File: config.mk
export PLATFORM = sky130hd
export DESIGN_NAME = sw_result_collector
export DESIGN_NICKNAME = d
export VERILOG_FILES = /design/src/rtl/sw_result_collector.sv
export SDC_FILE = /design/constraint.sdc
export NUM_CORES = 1
export LEC_CHECK = 0
export CORE_MARGIN = 8
export CORE_UTILIZATION = 30
export CTS_BUF_LIST = sky130_fd_sc_hd__clkbuf_16
export DETAILED_ROUTE_END_ITERATION = 10
export MAX_ROUTING_LAYER = met4
export PLACE_DENSITY_LB_ADDON = 0.1
export REMOVE_ABC_BUFFERS = 1
export SYNTH_ARGS = -nofsm -noshare
export SYNTH_HDL_FRONTEND = slang
export SYNTH_SLANG_ARGS = --single-unit
File: constraint.sdc
create_clock -name clk -period 5.18 [get_ports clk]
set_input_delay 1.036 -clock clk [delete_from_list [all_inputs] [get_ports clk]]
set_output_delay 1.036 -clock clk [all_outputs]
set_load 0.01 [all_outputs]
File: src/rtl/sw_result_collector.sv
// Purpose: sink for the SmithWaterman result stream. Tracks target/query
// indices, recomputes per-query max/argmax, checks them against the core's
// report and queues one record per finished query in a small FWFT FIFO.
// Ports:
//   clk, rst             clock and synchronous active-high reset
//   clear_i              synchronous soft clear (same effect as rst)
//   valid_i, result_i    result beat and its score
//   change_q_i           qualifies valid_i: last target of the current query
//   match_idx_i          core-reported argmax (sampled on a last beat)
//   max_result_i         core-reported max (sampled on a last beat)
//   rec_valid_o, rec_ready_i      host record handshake
//   rec_q_idx_o, rec_match_idx_o  record query number and argmax
//   rec_max_o, rec_t_count_o      record max and target count
//   rec_ok_o             core report matched the internal values
//   t_idx_o, q_idx_o     index of the next beat, current query number
//   err_o, overflow_o    sticky mismatch / dropped-record flags
module sw_result_collector #(
  parameter int unsigned CALC_BIT   = 16,
  parameter int unsigned T_IDX_BIT  = 10,
  parameter int unsigned Q_IDX_BIT  = 8,
  parameter int unsigned FIFO_DEPTH = 4
) (
  input  logic                 clk,
  input  logic                 rst,
  input  logic                 clear_i,
  input  logic                 valid_i,
  input  logic [CALC_BIT-1:0]  result_i,
  input  logic                 change_q_i,
  input  logic [T_IDX_BIT-1:0] match_idx_i,
  input  logic [CALC_BIT-1:0]  max_result_i,
  output logic                 rec_valid_o,
  input  logic                 rec_ready_i,
  output logic [Q_IDX_BIT-1:0] rec_q_idx_o,
  output logic [T_IDX_BIT-1:0] rec_match_idx_o,
  output logic [CALC_BIT-1:0]  rec_max_o,
  output logic [T_IDX_BIT:0]   rec_t_count_o,
  output logic                 rec_ok_o,
  output logic [T_IDX_BIT-1:0] t_idx_o,
  output logic [Q_IDX_BIT-1:0] q_idx_o,
  output logic                 err_o,
  output logic                 overflow_o
);

  localparam int unsigned PTR_W = (FIFO_DEPTH > 1) ? $clog2(FIFO_DEPTH) : 1;
  localparam int unsigned CNT_W = PTR_W + 1;
  localparam int unsigned TC_W  = T_IDX_BIT + 1;

  typedef struct packed {
    logic [Q_IDX_BIT-1:0] q_idx;
    logic [T_IDX_BIT-1:0] arg;
    logic [CALC_BIT-1:0]  max;
    logic [TC_W-1:0]      t_count;
    logic                 ok;
  } rec_t;

  logic [T_IDX_BIT-1:0] t_idx;
  logic [TC_W-1:0]      t_count;
  logic [Q_IDX_BIT-1:0] q_idx;
  logic [CALC_BIT-1:0]  run_max;
  logic [T_IDX_BIT-1:0] run_arg;
  logic                 err;
  logic                 overflow;
  rec_t                 mem [FIFO_DEPTH];
  logic [PTR_W-1:0]     wr_ptr;
  logic [PTR_W-1:0]     rd_ptr;
  logic [CNT_W-1:0]     count;

  // Beat-level combinational view: max/arg including the current beat.
  logic                 first_c;
  logic                 beat_c;
  logic                 last_c;
  logic [CALC_BIT-1:0]  new_max_c;
  logic [T_IDX_BIT-1:0] new_arg_c;
  logic [TC_W-1:0]      new_count_c;
  logic                 ok_c;
  logic                 full_c;
  logic                 pop_c;
  logic                 push_c;
  rec_t                 new_rec_c;

  always_comb begin
    first_c     = (t_idx == '0);
    beat_c      = valid_i;
    last_c      = valid_i & change_q_i;
    new_max_c   = run_max;
    new_arg_c   = run_arg;
    if (first_c) begin
      new_max_c = result_i;
      new_arg_c = '0;
    end else if (result_i > run_max) begin
      // Strict compare: earliest target keeps a tie.
      new_max_c = result_i;
      new_arg_c = t_idx;
    end
    new_count_c = (&t_count) ? t_count : t_count + TC_W'(1);
    ok_c        = (new_max_c == max_result_i) && (new_arg_c == match_idx_i);
    full_c      = (count == CNT_W'(FIFO_DEPTH));
    pop_c       = (count != '0) & rec_ready_i;
    // A same-cycle pop frees the slot a full FIFO needs.
    push_c      = last_c & (~full_c | pop_c);
    new_rec_c   = '{q_idx: q_idx, arg: new_arg_c, max: new_max_c,
                    t_count: new_count_c, ok: ok_c};
  end

  // Beat tracking, record FIFO and sticky flags.
  always_ff @(posedge clk) begin
    if (rst || clear_i) begin
      t_idx    <= '0;
      t_count  <= '0;
      q_idx    <= '0;
      run_max  <= '0;
      run_arg  <= '0;
      err      <= 1'b0;
      overflow <= 1'b0;
      wr_ptr   <= '0;
      rd_ptr   <= '0;
      count    <= '0;
      for (int i = 0; i < int'(FIFO_DEPTH); i++) mem[i] <= '0;
    end else begin
      if (beat_c) begin
        run_max <= new_max_c;
        run_arg <= new_arg_c;
        if (last_c) begin
          t_idx   <= '0;
          t_count <= '0;
          q_idx   <= q_idx + Q_IDX_BIT'(1);
          if (!ok_c) err <= 1'b1;
          if (!push_c) overflow <= 1'b1;
        end else begin
          t_idx   <= t_idx + T_IDX_BIT'(1);
          t_count <= new_count_c;
        end
      end
      if (push_c) begin
        mem[wr_ptr] <= new_rec_c;
        wr_ptr      <= wr_ptr + PTR_W'(1);
      end
      if (pop_c) rd_ptr <= rd_ptr + PTR_W'(1);
      if (push_c && !pop_c)      count <= count + CNT_W'(1);
      else if (!push_c && pop_c) count <= count - CNT_W'(1);
    end
  end

  // FWFT head: the record at rd_ptr is presented directly.
  rec_t head;
  assign head            = mem[rd_ptr];
  assign rec_valid_o     = (count != '0);
  assign rec_q_idx_o     = head.q_idx;
  assign rec_match_idx_o = head.arg;
  assign rec_max_o       = head.max;
  assign rec_t_count_o   = head.t_count;
  assign rec_ok_o        = head.ok;
  assign t_idx_o         = t_idx;
  assign q_idx_o         = q_idx;
  assign err_o           = err;
  assign overflow_o      = overflow;

endmodule
# After elaboration in Yosys (flattened, before gate mapping)
# Memory sizes are Yosys's and may differ from the RTL's. A register that Yosys moved wholly into a read port is not among the register bits.
# Index checks and enable logic that the tools add are counted.
# word_totals
reg_bits,64
latch_bits,0
mem_bits_rw,184
romBits,0
word_cells,62
memories,1
# classes
addsub,7
n_mul,0
div_mod_pow,0
order_cmp,1
n_eq_ne,3
shifts,0
n_mux,19
bitwise_logic,7
n_reduce_logical,14
# memory_table
name,words,width,rd,rd_clocked_by_memory_dff,write_ports,line,rtl
mem,4,46,1,1,4,63,rec_t mem [FIFO_DEPTH];
# ops
op,count
$mux 46,1
$reduce_or 46->1,1
$mux 16,2
$mux 10,3
$mux 11,2
$eq 16x16->1,1
$gt 16x16->1,1
$add 11x1->11 const B,1
$reduce_and 11->1,1
$add 10x1->10 const B,1
$eq 10x10->1,1
$logic_not 10->1,1
$add 8x1->8 const B,1
$mux 1,6
$mux 2,3
$mux 3,2
$reduce_and 3->1,2
$add 2x1->2 const B,2
$add 3x1->3 const B,1
$and 1x1->1,3
$eq 3x3->1 const B,1
$logic_and 1x1->1,3
$not 1->1,3
$reduce_bool 3->1,1
6 further kinds,7

# Longest topological paths before layout
# depth
ltp_word,9
depth_mapped,13

# Worst setup path before layout
# OpenSTA, ideal clock, no wires.
# synth_timing
kind,input-to-reg
start,input port change_q_i
end,"memory mem[3][0] (netlist name), enable pin"
setup_time_ps,513
t_arrival_ps,4710
required_time_ps,4667
path_slack_ps,-43
path_stages,4
path_buffers,0
path_cell_list,nand2_1 nor2_1 nand2_1 o21ai_0
# synth_rtl
item,line,rtl
from (decl),28,"input logic change_q_i,"
to (decl),63,

==> metrics.yaml <==
sta:
  hold_viol: 0
  max_freq_mhz: 228
  relSlewSlack_pct: 33.5
  rsz0062_at_grt: "no"
  tightest_slew_ns: 0.990
  tns_ns: 0
  final.min_clock_period_ns: 4.38
  maxSlewViolCount: 0
  skew_ns: 0.0219
  setup_ws_ns: 0.803
  final-setup-viol-count: 0
  period_share_pct: 84.5
cells_and_area:
  fin_area_mm2: 0.0150
  nFillCells: 4072
  register_area_mm2: 0.00685
  diodes: 0
  multi_input_area_mm2: 0.00502
  drive_gt1_share_pct: 12.2
  final_cell_mix: "263 x nor2_1, 184 x edfxtp_1, 113 x clkdlybuf4s50_1"
  final_nets: 1275
  synthToLayoutAreaGrowth_pct: 22.5
  layout_commonest_cell: "nor2_1"
  utilization_pct: 37.0
clocking:
  clk_latency_ns: 0.55
  cts.htree.levels: 1
  post_cts_buffers: 0
  cts_tree: "built"
  clk_pin_slew_worst_paths_ns: 0.06
  cts_root_buffer: "clkbuf_16"
  cts_hold_buf: 0
  numCtsBuffers: 29
  cts.repair.resized: 0
  cts.sinks: 250
  cts_buffer_depth: 3
place:
  post-place-ws_ns: 0.298
  post_dp_cell_area_mm2: 0.0141
  routabilityCongestion: 0.903
  dp.final_hpwl_mm: 23.8
  io_buffer_count: 114
power_and_ir_drop:
  power.share.clock_pct: 42.0
  p_seq_share_pct: 48.4
  leakagePower_uw: 0.00534
  internal_power_uw: 3530
  p_switching_uw: 1120
  power_density_mw_per_mm2: 311
  vdd_drop_max_v: 0.000259
  combPwrFrac_pct: 9.6
  swShare_pct: 24.1
detailed_routing:
  route.detailed.drc: 0
  wire_per_inst_um: 20.1
  wl_mm: 35.4
  drtIter0Drc: 510
  ant_nets: 0
  vias_per_cell: 4.91
  vias: 8641
  drtPass1Iterations: 5
synthesis:
  ys_seq_area_share_pct: 56.0
  ys.flop_type: "edfxtp_1"
  synthesis.area_mm2: 0.0122
  ys_ff_latch: 250
  muxShareOfSynthArea_pct: 10.6
  synthArstFlopShare_pct: 0
  synth_top_family_by_area: "simple AND/OR/NAND/NOR gates"
  synth.distinct_cells: 60
  syn_avg_cell_area_um2: 11.3
  synth_adder_area_share_pct: 2.31
  synth_compound_area_share_pct: 7.68
  yosys.area_share.simple_pct: 16.5
  synth_edf_count: 184
  synth_warnings: 0
  synth_cells: 1086
  synth-xor-area-share_pct: 3.72
die:
  fp.dieH_um: 218
  num_rows: 74
  die_area_mm2: 0.0475
  start_util_pct: 30.2
  core_area_mm2: 0.0406
  die_w_um: 218
  ios: 115
flow_run:
  maxCapViolations: 0
global_route:
  grt_max_degree: 55
  antenna_found_initial: 0
  track_usage_pct: 15.2
  met2_usage_pct: 25.9
  gr-total-overflow: 0
  use_met3_pct: 1.66
  grt_pass1_wl_mm: 55.0
  grt_pass1_vias: 8938
  top_usage_layer: "met2"
  grt_use_met1_pct: 19.3
critical_path:
  crit_required_ns: 5.44
  endpoint_kind: "register"
  critPathKind: "input port to register"
  worstSetupStartpointType: "input port"
  path_max_fanout: 22
  worstPathArrival_ns: 4.63
status:
  outcome: "finished clean"
worst_hold_path:
  hold_class: "register to register"
cells by family (layout without fill, tap and decap cells):
| logic type | Yosys count | in the layout |
|---|---|---|
| AND/OR/NAND/NOR | 453 | 453 |
| multiplexers | 72 | 72 |
| AO/OA/AOI/OAI | 139 | 139 |
| buffers and inverters | 98 | 240 |
| XOR/XNOR | 52 | 52 |
| flip-flops | 250 | 250 |
| adder cells (fa/ha/maj) | 22 | 22 |
area by class of cell:
class                   count  area share (%)
clock buffers              29            4.84
clock inverters            25            1.20
inverters                  40            1.00
multi-input cells         738            33.5
flip-flops and latches    250            45.7
well taps                 532            4.44
repair buffers            146            9.27
worst max-delay path, cell delays in order:
cell,delay (ns)
clkdlybuf4s50_1,0.48
ha_1,0.35
and4_1,0.23
a2111oi_4,0.36
nor3_1,0.13
a211o_2,0.53
nand2_1,0.33
o311ai_0,0.24
a221oi_1,0.77
nor4_1,0.15
synth_stat cells (15+ instances only):
| cell | number | area share [%] |
|---|---|---|
| xnor2_1 | 33 | 2.4 |
| o21ai_0 | 27 | 1.1 |
| nor3_1 | 20 | 0.82 |
| inv_1 | 40 | 1.2 |
| mux4_2 | 46 | 8.5 |
| ha_1 | 21 | 2.1 |
| dfxtp_1 | 66 | 11 |
| a211oi_1 | 23 | 1.4 |
| a21oi_1 | 42 | 1.7 |
| nand2_1 | 55 | 1.7 |
| xor2_1 | 19 | 1.4 |
| clkbuf_1 | 38 | 1.2 |
| edfxtp_1 | 184 | 45 |
| nand3_1 | 22 | 0.90 |
| and2_1 | 15 | 0.77 |
| mux2i_1 | 24 | 2.0 |
| nor2_1 | 263 | 8.1 |
routing by layer:
| layer | up-vias | part of all wire, % |
|---|---|---|
| met5 | - | 0 |
| met3 | 53 | 3.2 |
| met2 | 186 | 50 |
| li1 | 4174 | - |
| met4 | 0 | 1.7 |
| met1 | 4228 | 45 |
stage by stage:
step,hold slack (ns),std cells,power (uW)
final,0.493,1760,4650
after global routing,0.507,1760,4820
after CTS,0.491,1760,4720
after detailed placement,0.480,1706,2750
after global placement,0.474,1706,2750
after floorplan,0.462,1028,2520
power by group through the flow:
stage          clock network [uW]  logic, uW  registers, uW
2_1_floorplan                   0        230           2290
3_3_place_gp                    0        456           2300
3_5_place_dp                    0        453           2300
4_1_cts                      2010        456           2260
5_1_grt                      2070        486           2260
6_report                     1960        445           2250
state kept, by name, indices dropped and copies added, names as in the netlist, named ones only:
signal	cells
wr_ptr	2
run_arg	10
mem	184
err_o	1
t_count	11
count	3
run_max	16
overflow_o	1
rd_ptr	2
q_idx_o	8
t_idx_o	10
path summary, 6_finish.rpt:
kind,startpoint,endpoint,slack [ns],cells past startpoint
worst min register to register,overflow_o,overflow_o,0.49,2
worst min-delay path,overflow_o,overflow_o,0.49,2
worst max register to register,run_max[10],mem[0][0],1.37,10
worst max-delay path,result_i[10],mem[0][0],0.80,10
Power figures use the tool's default switching activity.
